==> config.mk <==
export PLATFORM = sky130hd
export DESIGN_NAME = galaga_rom_loader_flat
export DESIGN_NICKNAME = d
export VERILOG_FILES = /design/src/rtl/galaga_rom_loader_if.sv /design/src/rtl/galaga_rom_loader.sv /design/src/flat_wrapper.sv
export SDC_FILE = /design/constraint.sdc
export NUM_CORES = 1
export LEC_CHECK = 0
export BUFFER_PORTS_ARGS = -buffer_cell sky130_fd_sc_hd__buf_2
export CAP_MARGIN = 20
export CORE_MARGIN = 3
export CORE_UTILIZATION = 45
export DETAILED_ROUTE_END_ITERATION = 7
export PLACE_DENSITY_LB_ADDON = 0.1
export SLEW_MARGIN = 20
export SYNTH_ARGS = -nofsm -noshare
export SYNTH_HDL_FRONTEND = slang
export SYNTH_SLANG_ARGS = --single-unit
==> constraint.sdc <==
create_clock -name clk_sys -period 4.1 [get_ports clk_sys]
set_input_delay 0.205 -clock clk_sys [delete_from_list [all_inputs] [get_ports clk_sys]]
set_output_delay 0.205 -clock clk_sys [all_outputs]
set_load 0.1 [all_outputs]
==> src/rtl/galaga_rom_loader_if.sv <==
// Buffered ROM write port between the download sequencer and the ROM stores.
// The master presents one byte at a time; the store takes it with wr_ack.
interface galaga_rom_loader_if;
    logic        wr_req;
    logic        wr_ack;
    logic [3:0]  wr_sel;
    logic [16:0] wr_addr;
    logic [7:0]  wr_data;

    modport master (
        output wr_req,
        output wr_sel,
        output wr_addr,
        output wr_data,
        input  wr_ack
    );

    modport slave (
        input  wr_req,
        input  wr_sel,
        input  wr_addr,
        input  wr_data,
        output wr_ack
    );
endinterface

==> src/rtl/galaga_rom_loader.sv <==
// Download sequencer: routes ioctl bytes into four ROM regions through a
// one-entry write buffer and keeps the core in reset until the image settles.
//
// state | meaning
// IDLE  | after power-up, core held in reset, waiting for a download
// LOAD  | download active, bytes accepted into the write buffer
// DRAIN | download ended, waiting for the last buffered byte to be taken
// HOLD  | settle period before the core is released
// RUN   | core running, image loaded
module galaga_rom_loader #(
    parameter logic [16:0] B1          = 17'h04000,
    parameter logic [16:0] B2          = 17'h06000,
    parameter logic [16:0] B3          = 17'h07000,
    parameter logic [17:0] END         = 18'h09000,
    parameter int          HOLD_CYCLES = 16
) (
    input  logic                       clk_sys,
    input  logic                       reset_n,
    input  logic                       dn_download,
    input  logic                       dn_wr,
    input  logic [16:0]                dn_addr,
    input  logic [7:0]                 dn_data,
    galaga_rom_loader_if.master        wr,
    output logic                       core_reset,
    output logic                       loaded,
    output logic                       err_overrun,
    output logic                       err_range,
    output logic                       err_short
);

    localparam int HW = (HOLD_CYCLES > 1) ? $clog2(HOLD_CYCLES) : 1;
    localparam logic [HW-1:0] HOLD_LOAD = HW'(HOLD_CYCLES - 1);

    typedef enum logic [2:0] {
        S_IDLE,
        S_LOAD,
        S_DRAIN,
        S_HOLD,
        S_RUN
    } state_t;

    state_t        r_state;
    state_t        w_state_next;
    logic          r_dl_prev;
    logic          w_rise;
    logic          w_enter_load;
    logic          w_drain_done;

    logic          r_wr_req;
    logic [3:0]    r_wr_sel;
    logic [16:0]   r_wr_addr;
    logic [7:0]    r_wr_data;

    logic [17:0]   r_count;
    logic [HW-1:0] r_hold_cnt;

    logic          w_in_range;
    logic          w_load_wr;
    logic          w_accept;
    logic          w_overrun;
    logic          w_range_drop;
    logic [3:0]    w_sel;
    logic [16:0]   w_base;

    assign w_rise = dn_download & ~r_dl_prev;

    always_ff @(posedge clk_sys or negedge reset_n) begin
        if (!reset_n) begin
            r_state   <= S_IDLE;
            r_dl_prev <= 1'b0;
        end else begin
            r_state   <= w_state_next;
            r_dl_prev <= dn_download;
        end
    end

    // A new download rise wins over drain completion and hold expiry.
    always_comb begin
        w_state_next = r_state;
        w_drain_done = 1'b0;
        case (r_state)
            S_IDLE:  if (w_rise) w_state_next = S_LOAD;
            S_LOAD:  if (!dn_download) w_state_next = S_DRAIN;
            S_DRAIN: begin
                if (w_rise) begin
                    w_state_next = S_LOAD;
                end else if (!r_wr_req) begin
                    w_state_next = S_HOLD;
                    w_drain_done = 1'b1;
                end
            end
            S_HOLD: begin
                if (w_rise) w_state_next = S_LOAD;
                else if (r_hold_cnt == '0) w_state_next = S_RUN;
            end
            S_RUN:   if (w_rise) w_state_next = S_LOAD;
            default: w_state_next = S_IDLE;
        endcase
        w_enter_load = (w_state_next == S_LOAD) && (r_state != S_LOAD);
    end

    always_comb begin
        w_sel  = 4'b1000;
        w_base = B3;
        if (dn_addr < B1) begin
            w_sel  = 4'b0001;
            w_base = '0;
        end else if (dn_addr < B2) begin
            w_sel  = 4'b0010;
            w_base = B1;
        end else if (dn_addr < B3) begin
            w_sel  = 4'b0100;
            w_base = B2;
        end
    end

    assign w_in_range   = {1'b0, dn_addr} < END;
    assign w_load_wr    = (r_state == S_LOAD) && dn_wr;
    assign w_accept     = w_load_wr && w_in_range && (!r_wr_req || wr.wr_ack);
    assign w_overrun    = w_load_wr && w_in_range && r_wr_req && !wr.wr_ack;
    assign w_range_drop = w_load_wr && !w_in_range;

    // Fields only change on accept, so they stay stable until acknowledged.
    always_ff @(posedge clk_sys or negedge reset_n) begin
        if (!reset_n) begin
            r_wr_req  <= 1'b0;
            r_wr_sel  <= '0;
            r_wr_addr <= '0;
            r_wr_data <= '0;
        end else if (w_accept) begin
            r_wr_req  <= 1'b1;
            r_wr_sel  <= w_sel;
            r_wr_addr <= dn_addr - w_base;
            r_wr_data <= dn_data;
        end else if (r_wr_req && wr.wr_ack) begin
            r_wr_req  <= 1'b0;
        end
    end

    always_ff @(posedge clk_sys or negedge reset_n) begin
        if (!reset_n) begin
            r_count <= '0;
        end else if (w_enter_load) begin
            r_count <= '0;
        end else if (w_accept && (r_count != '1)) begin
            r_count <= r_count + 18'd1;
        end
    end

    always_ff @(posedge clk_sys or negedge reset_n) begin
        if (!reset_n) begin
            err_overrun <= 1'b0;
            err_range   <= 1'b0;
            err_short   <= 1'b0;
        end else if (w_enter_load) begin
            err_overrun <= 1'b0;
            err_range   <= 1'b0;
            err_short   <= 1'b0;
        end else begin
            if (w_overrun)    err_overrun <= 1'b1;
            if (w_range_drop) err_range   <= 1'b1;
            if (w_drain_done && (r_count < END)) err_short <= 1'b1;
        end
    end

    always_ff @(posedge clk_sys or negedge reset_n) begin
        if (!reset_n) begin
            r_hold_cnt <= '0;
        end else if (w_drain_done) begin
            r_hold_cnt <= HOLD_LOAD;
        end else if ((r_state == S_HOLD) && (r_hold_cnt != '0)) begin
            r_hold_cnt <= r_hold_cnt - 1'b1;
        end
    end

    // Registered off the state so release and loaded move on the same edge.
    always_ff @(posedge clk_sys or negedge reset_n) begin
        if (!reset_n) begin
            core_reset <= 1'b1;
            loaded     <= 1'b0;
        end else begin
            core_reset <= (r_state != S_RUN);
            if (w_enter_load) loaded <= 1'b0;
            else if (r_state == S_RUN) loaded <= 1'b1;
        end
    end

    assign wr.wr_req  = r_wr_req;
    assign wr.wr_sel  = r_wr_sel;
    assign wr.wr_addr = r_wr_addr;
    assign wr.wr_data = r_wr_data;

endmodule
==> src/flat_wrapper.sv <==
// flat-port wrapper written by rule: the top's interface ports become plain ports
module galaga_rom_loader_flat 
#(
    parameter logic [16:0] B1          = 17'h04000,
    parameter logic [16:0] B2          = 17'h06000,
    parameter logic [16:0] B3          = 17'h07000,
    parameter logic [17:0] END         = 18'h09000,
    parameter int          HOLD_CYCLES = 16
)
  (clk_sys, reset_n, dn_download, dn_wr, dn_addr, dn_data, core_reset, loaded, err_overrun, err_range, err_short, wr_wr_req, wr_wr_sel, wr_wr_addr, wr_wr_data, wr_wr_ack);
  galaga_rom_loader_if wr_i ();
  input  logic clk_sys;
  input  logic reset_n;
  input  logic dn_download;
  input  logic dn_wr;
  input  logic [16:0] dn_addr;
  input  logic [7:0] dn_data;
  output logic core_reset;
  output logic loaded;
  output logic err_overrun;
  output logic err_range;
  output logic err_short;
  output wire logic [$bits(wr_i.wr_req)-1:0] wr_wr_req;
  output wire logic [$bits(wr_i.wr_sel)-1:0] wr_wr_sel;
  output wire logic [$bits(wr_i.wr_addr)-1:0] wr_wr_addr;
  output wire logic [$bits(wr_i.wr_data)-1:0] wr_wr_data;
  input wire logic [$bits(wr_i.wr_ack)-1:0] wr_wr_ack;
  assign wr_wr_req = wr_i.wr_req;
  assign wr_wr_sel = wr_i.wr_sel;
  assign wr_wr_addr = wr_i.wr_addr;
  assign wr_wr_data = wr_i.wr_data;
  assign wr_i.wr_ack = wr_wr_ack;
  galaga_rom_loader #(.B1(B1), .B2(B2), .B3(B3), .END(END), .HOLD_CYCLES(HOLD_CYCLES)) u_core (.clk_sys(clk_sys), .reset_n(reset_n), .dn_download(dn_download), .dn_wr(dn_wr), .dn_addr(dn_addr), .dn_data(dn_data), .wr(wr_i), .core_reset(core_reset), .loaded(loaded), .err_overrun(err_overrun), .err_range(err_range), .err_short(err_short));
endmodule
==> results.json <==
{
  "avgSynthCellArea_um2": 9.44,
  "antenna_found_initial": 0,
  "clk_pin_slew_ps": 70,
  "numPortBuffers": 64,
  "setup_tns_ps": 0,
  "r2r_setup_slack_ps": 1590,
  "critPathKind": "register to register",
  "synth_warnings": 0,
  "synth_edf_count": 0,
  "seqPwrFrac_pct": 29.8,
  "hold_viol": 0,
  "layout_common_cells": "nand2_1 (92), buf_2 (64), dfrtp_1 (60), nor2_1 (20), a21oi_1 (13)",
  "synth_cells": 307,
  "async_flop_share_pct": 100,
  "start_util_pct": 47.6,
  "status": "complete, no violations",
  "p_sw_w": 0.00154,
  "via_per_inst": 5.13,
  "critPathArrivalTime_ps": 2750,
  "rows": 28,
  "p_int_w": 0.00131,
  "grt_pass1_wl_um": 9920,
  "numCtsBuffers": 9,
  "coreArea_mm2": 0.00610,
  "synthesis.area_mm2": 0.00290,
  "avgRoutedWirePerCell_um": 13.4,
  "first_global_vias": 2135,
  "seq_area_frac_synth_pct": 52.7,
  "diodes": 0,
  "leakagePower_nw": 1.72,
  "drtPass1Iterations": 4,
  "p_comb_share_pct": 49.6,
  "critPathCaptureType": "register",
  "hold_buffers": 0,
  "dp.cells": 438,
  "cts.htree.levels": 3,
  "fmax_mhz": 398,
  "slew_headroom_pct": 47.1,
  "placed_area_mm2": 0.00329,
  "rsz0062_at_grt": "no",
  "crit_required_ps": 4340,
  "antenna_left": 0,
  "max-cap-violations": 0,
  "cts_setup_buffers": 0,
  "p_total_w": 0.00285,
  "worstSkewPairLatency_ps": 330,
  "grt.overflow.total": 0,
  "drcViolationCount": 0,
  "die_w_um": 86.3,
  "ys.flop_type": "dfrtp_1",
  "slew_viol_final": 0,
  "ctsLongestPathBuffers": 2,
  "clock_sinks": 61,
  "worstMarginPinSlew_ps": 785,
  "dr_wl_met2_um": 2770,
  "final_common_cell": "nand2_1",
  "dieArea_mm2": 0.00744,
  "wl_um": 6070,
  "critPathMaxFanout": 43,
  "via_count": 2330,
  "yosys_register_bits": 61,
  "setup_violations": 0,
  "drt_iter0_markers": 92,
  "nets": 409,
  "grt.total_usage_pct": 16.8,
  "die_h_um": 86.3,
  "ir_worst_vdd_uv": 822,
  "period_needed_ps": 2510,
  "area_growth_pct": 21.3,
  "routed-wl-met3_um": 308,
  "start_kind": "register",
  "ys_types": 50,
  "post-route-cell-area_mm2": 0.00352,
  "drive_gt1_share_pct": 25.6,
  "fin_skew_ps": 12.2,
  "pwr-share-clk_pct": 20.5,
  "hpwl_um": 4160,
  "grt_max_degree": 62,
  "post-route-period-util_pct": 61.3,
  "top_layer_used": "met4",
  "clock-root-buffer": "clkbuf_8",
  "cts_tree": "yes",
  "cts_resized": 0,
  "fin_worst_hold_slack_ps": 13.7,
  "power_density_mw_per_mm2": 810,
  "switching_share_pct": 53.9,
  "io_pins": 65,
  "gp_congestion": 0.844,
  "synth_nets": 342,
  "wl_met1_um": 2940,
  "final_cells": 454,
  "hold_class": "primary input to async pin"
}
## through the flow
stage          setup WS (ps)  utilization [%]
2_1_floorplan           1750                -
3_3_place_gp            1680             54.0
3_5_place_dp            1560             54.0
4_1_cts                 1530             57.6
5_1_grt                 1490             57.7
6_report                1590             57.7
## path summary, 6_finish.rpt
kind	start	to	depth (start not counted)
max reg2reg	u_core.r_state[2]	u_core.r_count[15]	6
min reg2reg	u_core.wr.wr_data[1]	u_core.wr.wr_data[1]	2
min	reset_n	u_core.r_hold_cnt[3]	2
max	u_core.r_state[2]	u_core.r_count[15]	6
min in group clk_sys	dn_download	u_core.r_dl_prev	1
max in group asynchronous	reset_n	u_core.r_count[7]	2
## metal layers
metal / vias to the layer above / global-route usage, %
li1: 1192 / -
met1: 1081 / 23.1
met2: 53 / 25.4
met3: 4 / 4.28
met4: 0 / 7.08
met5: - / 0
## synthesized netlist by cell type, drive strengths merged (2+ instances only)
master  count  area [um2]
nand2      92         345
dfrtp      60        1500
nor2       20        75.1
a21oi      13        65.1
o21ai      10        50.1
clkbuf      9        33.8
xnor2       9        78.8
nand3       8        40.0
inv         7        26.3
nor4        6        43.8
o31ai       6        58.8
nand2b      5        31.3
nand4       5        31.3
ha          4        50.1
nor2b       4        25.0
or4         4        30.0
a211oi      3        22.5
mux2        3        33.8
nor3        3        15.0
or3         3        23.8
a21o        2        15.0
a31oi       2        12.5
buf         2        11.3
mux2i       2        20.0
nand4b      2        32.5
nor3b       2        15.0
o41ai       2        17.5
or2         2        12.5
## critical path, stage by stage, from the launching register on
cell and delay (ps):
dfrtp_1 450, and4bb_2 390, nand4b_4 100, buf_4 280, or3_4 510, or4_1 530
a21oi_1 160
## state kept, by name, summed over array words and instances (netlist names)
name / count
u_core.err_short: 1
u_core.wr.wr_sel: 4
u_core.err_range: 1
u_core.wr.wr_req: 1
u_core.r_state: 3
u_core.r_dl_prev: 1
u_core.wr.wr_addr: 17
u_core.err_overrun: 1
u_core.wr.wr_data: 8
u_core.loaded: 1
u_core.r_hold_cnt: 4
u_core.r_count: 18
u_core.core_reset: 1
## final cells by class
| type | count | area (um2) |
|---|---|---|
| sequential | 61 | 1530 |
| tap | 75 | 93.8 |
| fill | 561 | 2580 |
| clock inverter | 7 | 97.6 |
| inverter | 7 | 26.3 |
| timing repair buffer | 67 | 343 |
| multi-input combinational | 228 | 1310 |
| clock buffer | 9 | 124 |
## power groups by stage
stage          Sequential, W  Combinational (W)  Clock (W)
3_3_place_gp        0.000859            0.00141          0
2_1_floorplan        0.00184           0.000209          0
5_1_grt             0.000874            0.00148   0.000625
3_5_place_dp        0.000863            0.00142          0
6_report            0.000850            0.00141   0.000585
4_1_cts             0.000852            0.00142   0.000606
## cell families (layout without fill, tap and decap cells)
group	count (synthesis)	in the layout	synth area share, %
AO/OA/AOI/OAI	46	46	10.7
flip-flops	61	61	52.7
buffers and inverters	18	90	2.46
XOR/XNOR	10	10	3.02
adder cells (fa/ha/maj)	5	5	2.42
multiplexers	5	5	1.86
AND/OR/NAND/NOR	162	162	26.8
Note: power is estimated with default switching activity, not from simulation.
